`src/rtl/mult_result_collector_if.sv`:
```
// Operand and result handshake bundle for mult_result_collector.
// The slave side is the collector; the master side is the producer/consumer.
interface mult_result_collector_if #(
  parameter int TAG_W = 4
) ();
  logic              in_valid;
  logic              in_ready;
  logic [31:0]       in_a;
  logic [31:0]       in_b;
  logic [TAG_W-1:0]  in_tag;
  logic              out_valid;
  logic              out_ready;
  logic [63:0]       out_r;
  logic [TAG_W-1:0]  out_tag;

  modport slave (
    input  in_valid, in_a, in_b, in_tag, out_ready,
    output in_ready, out_valid, out_r, out_tag
  );

  modport master (
    output in_valid, in_a, in_b, in_tag, out_ready,
    input  in_ready, out_valid, out_r, out_tag
  );
endinterface

```
`src/rtl/mult_result_collector.sv`:
```
// Issues operand pairs to an external fixed-latency multiplier, tracks them with a
// valid/tag pipeline and buffers products in a credit-protected in-order FIFO.
module mult_result_collector #(
  parameter int LATENCY = 2,
  parameter int DEPTH   = 4,
  parameter int TAG_W   = 4
) (
  input  logic        clk,
  input  logic        rst_n,
  mult_result_collector_if.slave bus,
  output logic [31:0] mul_a,
  output logic [31:0] mul_b,
  input  logic [63:0] mul_r,
  output logic        busy
);

  localparam int PTR_W = $clog2(DEPTH);
  localparam int CNT_W = PTR_W + 1;
  localparam int SUM_W = $clog2(DEPTH + LATENCY + 1);

  logic              vld_q [LATENCY];
  logic [TAG_W-1:0]  tag_q [LATENCY];
  logic [63:0]       mem_r_q   [DEPTH];
  logic [TAG_W-1:0]  mem_tag_q [DEPTH];
  logic [PTR_W-1:0]  wr_ptr_q, rd_ptr_q;
  logic [CNT_W-1:0]  cnt_q, cnt_d;
  logic              run_q;

  logic [SUM_W-1:0]  inflight;
  logic [SUM_W-1:0]  credit_used;
  logic              issue, capture, pop;

  // Credits count both buffered results and results still inside the multiplier,
  // so every capture is guaranteed a free slot.
  always_comb begin
    inflight = '0;
    for (int i = 0; i < LATENCY; i++) begin
      inflight = inflight + SUM_W'(vld_q[i]);
    end
    credit_used = inflight + SUM_W'(cnt_q);
  end

  assign bus.in_ready  = run_q && (credit_used < SUM_W'(DEPTH));
  assign bus.out_valid = (cnt_q != '0);
  assign bus.out_r     = mem_r_q[rd_ptr_q];
  assign bus.out_tag   = mem_tag_q[rd_ptr_q];
  assign busy          = (inflight != '0) || (cnt_q != '0);

  assign mul_a   = bus.in_a;
  assign mul_b   = bus.in_b;
  assign issue   = bus.in_valid && bus.in_ready;
  assign capture = vld_q[LATENCY-1];
  assign pop     = bus.out_valid && bus.out_ready;

  always_comb begin
    cnt_d = cnt_q;
    case ({capture, pop})
      2'b10:   cnt_d = cnt_q + CNT_W'(1);
      2'b01:   cnt_d = cnt_q - CNT_W'(1);
      default: cnt_d = cnt_q;
    endcase
  end

  // in_ready is held low until the first edge after reset release.
  always_ff @(posedge clk or negedge rst_n) begin
    if (!rst_n) begin
      run_q <= 1'b0;
    end else begin
      run_q <= 1'b1;
    end
  end

  always_ff @(posedge clk or negedge rst_n) begin
    if (!rst_n) begin
      for (int i = 0; i < LATENCY; i++) begin
        vld_q[i] <= 1'b0;
        tag_q[i] <= '0;
      end
    end else begin
      vld_q[0] <= issue;
      tag_q[0] <= bus.in_tag;
      for (int i = 1; i < LATENCY; i++) begin
        vld_q[i] <= vld_q[i-1];
        tag_q[i] <= tag_q[i-1];
      end
    end
  end

  always_ff @(posedge clk or negedge rst_n) begin
    if (!rst_n) begin
      for (int i = 0; i < DEPTH; i++) begin
        mem_r_q[i]   <= '0;
        mem_tag_q[i] <= '0;
      end
      wr_ptr_q <= '0;
      rd_ptr_q <= '0;
      cnt_q    <= '0;
    end else begin
      if (capture) begin
        mem_r_q[wr_ptr_q]   <= mul_r;
        mem_tag_q[wr_ptr_q] <= tag_q[LATENCY-1];
        wr_ptr_q            <= wr_ptr_q + PTR_W'(1);
      end
      if (pop) begin
        rd_ptr_q <= rd_ptr_q + PTR_W'(1);
      end
      cnt_q <= cnt_d;
    end
  end

endmodule
```
`src/flat_wrapper.sv`:
```
// flat-port wrapper written by rule: the top's interface ports become plain ports
module mult_result_collector_flat 
#(
  parameter int LATENCY = 2,
  parameter int DEPTH   = 4,
  parameter int TAG_W   = 4
)
  (clk, rst_n, mul_a, mul_b, mul_r, busy, bus_in_valid, bus_in_a, bus_in_b, bus_in_tag, bus_out_ready, bus_in_ready, bus_out_valid, bus_out_r, bus_out_tag);
  mult_result_collector_if #(.TAG_W(TAG_W)) bus_i ();
  input  logic clk;
  input  logic rst_n;
  output logic [31:0] mul_a;
  output logic [31:0] mul_b;
  input  logic [63:0] mul_r;
  output logic busy;
  input wire logic [$bits(bus_i.in_valid)-1:0] bus_in_valid;
  input wire logic [$bits(bus_i.in_a)-1:0] bus_in_a;
  input wire logic [$bits(bus_i.in_b)-1:0] bus_in_b;
  input wire logic [$bits(bus_i.in_tag)-1:0] bus_in_tag;
  input wire logic [$bits(bus_i.out_ready)-1:0] bus_out_ready;
  output wire logic [$bits(bus_i.in_ready)-1:0] bus_in_ready;
  output wire logic [$bits(bus_i.out_valid)-1:0] bus_out_valid;
  output wire logic [$bits(bus_i.out_r)-1:0] bus_out_r;
  output wire logic [$bits(bus_i.out_tag)-1:0] bus_out_tag;
  assign bus_i.in_valid = bus_in_valid;
  assign bus_i.in_a = bus_in_a;
  assign bus_i.in_b = bus_in_b;
  assign bus_i.in_tag = bus_in_tag;
  assign bus_i.out_ready = bus_out_ready;
  assign bus_in_ready = bus_i.in_ready;
  assign bus_out_valid = bus_i.out_valid;
  assign bus_out_r = bus_i.out_r;
  assign bus_out_tag = bus_i.out_tag;
  mult_result_collector #(.LATENCY(LATENCY), .DEPTH(DEPTH), .TAG_W(TAG_W)) u_core (.clk(clk), .rst_n(rst_n), .bus(bus_i), .mul_a(mul_a), .mul_b(mul_b), .mul_r(mul_r), .busy(busy));
endmodule
```
`config.mk`:
```
export PLATFORM = sky130hd
export DESIGN_NAME = mult_result_collector_flat
export DESIGN_NICKNAME = d
export VERILOG_FILES = /design/src/rtl/mult_result_collector_if.sv /design/src/rtl/mult_result_collector.sv /design/src/flat_wrapper.sv
export SDC_FILE = /design/constraint.sdc
export NUM_CORES = 1
export LEC_CHECK = 0
export ABC_AREA = 1
export ABC_CLOCK_PERIOD_IN_PS = 1900
export CORE_MARGIN = 1.5
export CORE_UTILIZATION = 45
export DETAILED_ROUTE_END_ITERATION = 12
export PLACE_DENSITY = 0.72
export SYNTH_ARGS = -nofsm -noshare
export SYNTH_HDL_FRONTEND = slang
export SYNTH_SLANG_ARGS = --single-unit
```
`constraint.sdc`:
```
create_clock -name clk -period 1.9 [get_ports clk]
set_input_delay 0.38 -clock clk [delete_from_list [all_inputs] [get_ports clk]]
set_output_delay 0.38 -clock clk [all_outputs]
set_load 0.01 [all_outputs]
```
# Word level (Yosys, flattened, before mapping)
# Index checks and enable logic that the tools add are counted.
# totals
ff_bits	290
output_inout_bits	135
wordCells	51
# classes
addsub	6
magnitude_cmp	4
eq_ne	2
mux	13
bitwise_logic	2
reduce_logical	8
# ops
cell	n
256-bit bitwise mux	1
64-bit two-way mux	3
64-bit binary-select mux with 2-bit select	1
64-bit demux with 2-bit select	1
16-bit bitwise mux	1
4-bit two-way mux	3
4-bit binary-select mux with 2-bit select	1
4-bit demux with 2-bit select	1
3-bit greater-or-equal comparator (second input constant)	2
2-bit inverter with 3-bit output	2
3-bit one-hot mux with 2 select lines	1
3-bit nonzero test	2
2-bit by 1-bit adder with 2-bit output (second input constant)	2
1-bit logical AND	4
3-bit by 1-bit adder with 3-bit output (second input constant)	1
3-bit adder	1
3-bit by 1-bit less-than comparator with 1-bit output (second input constant)	1
3-bit less-than comparator (second input constant)	1
3-bit by 1-bit subtractor with 3-bit output (second input constant)	1
1-bit by 1-bit adder with 2-bit output	1
2-bit by 1-bit equality test with 1-bit output (second input constant)	1
2-bit equality test (second input constant)	1
2-bit nonzero test	1
1-bit logical OR	1

# Depth between registers and ports, before layout
# logic_depth
ltp_word	6
mapped_depth	11
mapped_depth_nobuf	11

# Worst setup path after synthesis
# OpenSTA, ideal clock, no wires.
# synth_path
path_type	register -> register
startpoint	register u_core.cnt_q[0]
endpoint	register u_core.cnt_q[2]
arrival_ns	1.633
required_ns	1.777
setup_slack_ns	0.143
path_stages_with_launch	11
n_path_buf	0
synth_period_minus_slack_ns	1.757
path_cell_list	dfrtp_1 > inv_1 > nand3_1 > nand2_1 > inv_1 > ha_1 > inv_1 > fa_1 > nand2_1 > nand3b_1 > xor2_1
# synth_between
elab_chain_len	4
word_cells_on_any_way	8
classes_between	add/sub: 2; eq/ne: 2; mux: 1; reduce/logical: 3
# synth_rtl
item	line_no	rtl
start, declared	mult_result_collector.sv:26	logic [CNT_W-1:0] cnt_q, cnt_d;
start signal, assigned	mult_result_collector.sv:107	cnt_q <= cnt_d;
3-bit nonzero test (*)	mult_result_collector.sv:44	assign bus.out_valid = (cnt_q != '0);
named net bus_out_valid	flat_wrapper.sv:22	output wire logic [$bits(bus_i.out_valid)-1:0] bus_out_valid;
1-bit logical AND (*)	mult_result_collector.sv:53	assign pop = bus.out_valid && bus.out_ready;
named net u_core.pop	mult_result_collector.sv:31	logic issue, capture, pop;
2-bit by 1-bit equality test with 1-bit output or 2-bit equality test (tied branches)	mult_result_collector.sv:57	case ({capture, pop})
3-bit one-hot mux with 2 select lines or 2-bit nonzero test (tied branches)	n/a	
# Mark *: on every way through the listed nets, which the timed path passes. The rest lies on a longest branch.
# A chain may end at the register's enable or synchronous reset.

# Worst setup path in the final report
# layout_path
startpoint	register u_core.rd_ptr_q[0]
endpoint	output port bus_out_r[2]
# layout_between
elab_chain_len	4
# layout_rtl
item	line_no	rtl
start, declared	mult_result_collector.sv:25	logic [PTR_W-1:0] wr_ptr_q, rd_ptr_q;
start signal, assigned	mult_result_collector.sv:105	rd_ptr_q <= rd_ptr_q + PTR_W'(1);
2-bit inverter with 3-bit output (not written as such)	mult_result_collector.sv:45	assign bus.out_r = mem_r_q[rd_ptr_q];
64-bit binary-select mux with 2-bit select	mult_result_collector.sv:45	
64-bit two-way mux (not written as such) (2 in a row)	mult_result_collector.sv:45	
end, declared	flat_wrapper.sv:23	output wire logic [$bits(bus_i.out_r)-1:0] bus_out_r;
# Every way passes these cells. The select of a mux whose other input is x is not followed.

==> impl_metrics.tcl <==
set metrics [dict create \
    status "finished with violations" \
    violations "negative setup slack" \
    ys_seq_elements 290 \
    fp.dieW_um 173 \
    vias_per_cell 5.35 \
    grt_pass1_vias 10400 \
    fin_cells 1985 \
    crit_start "u_core.rd_ptr_q[0]$_DFFE_PN0P_" \
    setup_viol 69 \
    start_kind "flip-flop" \
    final_layout_size_suffix_gt1_share_pct 23.7 \
    dp_cells 1884 \
    finClkSkew_ns 0.00857 \
    nets 1721 \
    grt_max_degree 83 \
    tns_ns -20.43 \
    num_io_pins 271 \
    cp-end-kind "output pin" \
    insertion_delay_ns 0.49 \
    diodes 0 \
    start_util_pct 45.5 \
    h-tree-depth 2 \
    max-vdd-ir-drop_mv 0.884 \
    fin_crit_ns 2.29 \
    crit_required_ns 1.52 \
    drt_iter0_markers 820 \
    clk_path_buf_depth 3 \
    dr.pass1.iters 7 \
    fmax_ghz 0.437 \
    final_common_cell "dfrtp_1" \
    critPathMaxFanout 8 \
    cap_violations 0 \
    core-area_sq_um 28600 \
    period_share_pct 120 \
    syn_avg_cell_area_sq_um 8.92 \
    rsz0062_at_grt "yes" \
    reg2reg_depth 8 \
    yosys.cell_types.count 23 \
    numCtsBuffers 34 \
    utilization_pct 59.1 \
    synth_area_sq_um 13000 \
    cp-endpoint "bus_out_r[2]" \
    worst_slack_ns -0.386 \
    drcViolationCount 0 \
    clk_pin_slew_ns 0.06 \
    hold_violations 0 \
    wl_mm 34.5 \
    grt_pass1_wl_mm 53.6 \
    r2r-start "u_core.cnt_q[0]$_DFFE_PN0P_" \
    synth_seq_area_share_pct 55.7 \
    grt_most_used_layer "met2" \
    finalHoldWorstSlack_ns 0.325 \
    rows 62 \
    grt-ovfl-total 0 \
    power-per-cell-area_nw_per_um2 1950 \
    grt_antenna_before_repair 0 \
    p_leak_nw 7.97 \
    final_cell_mix "dfrtp_1 (287), nand2_1 (277), o21ai_0 (254)" \
    worstReg2RegEnd "u_core.cnt_q[1]$_DFFE_PN0P_" \
    met3_usage_pct 4.31 \
    cts_tree "done" \
    synth_fp_nets 1604 \
    num_vias 10600 \
    globalRouteMet2Util_pct 35.9 \
    min_path_type "in -> reg" \
    port_buffers 142 \
    r2r_setup_slack_ns 0.14 \
    dp_hpwl_mm 19.1 \
    die_area_sq_um 30000 \
    syn_inst 1459 \
    routabilityCongestion 0.783 \
    gr-usage-all-layers_pct 22.0 \
    arrival_ns 1.91 \
    ant_nets 0 \
    clock-sinks 290 \
    met1_usage_pct 30.3 \
    die_y_um 173 \
    ys_warn_count 0 \
    root_buffer "clkbuf_16" \
    crit_type "reg -> out" \
    wl_per_cell_um 17.4 \
    syn2layout_area_growth_pct 29.9 \
    slew_violations 0 \
]
## sequential cells by signal (all words and copies together) (netlist names), 2 cells and up
register          count
u_core.mem_r_q      256
u_core.tag_q          8
u_core.cnt_q          3
u_core.mem_tag_q     16
u_core.wr_ptr_q       2
u_core.rd_ptr_q       2
## through the flow
step	setup WS [ns]	instance area, sq um	total power (W)
final	-0.386	16900	0.0330
after global placement	-0.305	14600	0.0232
after floorplan	0.143	13000	0.0180
after global routing	-0.452	16900	0.0352
after detailed placement	-0.324	14600	0.0236
after CTS	-0.384	16100	0.0308
## power by group
| group | leakage [nW] | switching, W | internal [W] | total (W) |
|---|---|---|---|---|
| combinational | 3.93 | 0.00805 | 0.00705 | 0.0151 |
| sequential | 3.46 | 0.00208 | 0.00924 | 0.0113 |
| clock | 0.572 | 0.00246 | 0.00413 | 0.00660 |
## synthesized netlist by cell type
cell type | count | area share [%]
dfrtp_1 | 290 | 56
buf_1 | 1 | 0.029
nand3_1 | 4 | 0.15
nand3b_1 | 1 | 0.058
buf_6 | 34 | 2.9
nand4_1 | 1 | 0.048
o22ai_1 | 68 | 3.3
fa_1 | 1 | 0.15
o21ai_1 | 99 | 3.8
clkbuf_2 | 4 | 0.15
buf_4 | 68 | 3.9
inv_2 | 2 | 0.058
nand2_4 | 4 | 0.35
o21ai_0 | 312 | 12
conb_1 | 1 | 0.029
ha_1 | 8 | 0.77
nor2_1 | 137 | 4.0
clkbuf_1 | 42 | 1.2
buf_2 | 16 | 0.62
xnor2_1 | 2 | 0.13
xor2_1 | 3 | 0.20
nand2_1 | 280 | 8.1
inv_1 | 81 | 2.3
## critical path, stage by stage, from the launching register on
cell and delay (ns):
dfrtp_4 0.58, inv_8 0.13, buf_12 0.16, clkbuf_16 0.16, nor2_1 0.04, o22ai_1 0.18
buf_2 0.16
## area by class of cell
type	count	area, sq um
fillers	2384	11700
clock inverters	7	88.8
multi-input cells	921	5030
well taps	384	480
inverters	83	332
flip-flops and latches	290	7260
repair inverters	1	8.76
clock buffers	54	1070
repair buffers	245	2640
## metal layers
layer	part of all wire, %	vias up
li1	-	5008
met1	44	5206
met2	48	347
met3	5.7	64
met4	2.0	0
met5	0	-
## logic make-up (layout without fill, tap and decap cells)
logic type      after synthesis  after routing  share of synthesized area (%)
compound gates              479            479                           19.1
simple gates                427            427                           12.6
flops                       290            290                           55.7
buf+inv                     248            390                           11.3
fa+ha+maj                     9              9                          0.923
xor+xnor                      5              5                          0.336
other cells                   1              1                         0.0288
## how the worst min path moves through the flow
stage / to / from / slack [ns] / depth (start not counted)
after CTS: u_core.tag_q[5]$_DFF_PN0_ / bus_in_tag[1] / 0.31 / 1
after global placement: u_core.mem_r_q[3]$_DFFE_PN0P_ / rst_n / 0.33 / 1
after detailed placement: u_core.mem_r_q[3]$_DFFE_PN0P_ / rst_n / 0.33 / 1
after global routing: u_core.tag_q[5]$_DFF_PN0_ / bus_in_tag[1] / 0.31 / 1
after floorplan: u_core.capture$_DFF_PN0_ / rst_n / 0.08 / 0
final: u_core.tag_q[5]$_DFF_PN0_ / bus_in_tag[1] / 0.33 / 1
## what timing repair did
item                                    in CTS  in global routing
cloned                                       8                  9
endpoints found under the setup margin      71                 72
hold buffers                                 1                  0
pin swaps                                   36                 58
endpoints found under the hold margin       39                  0
setup buffers                               12                 13
resized for setup                          397                167
No activity file was read; power rests on OpenSTA's default activity.
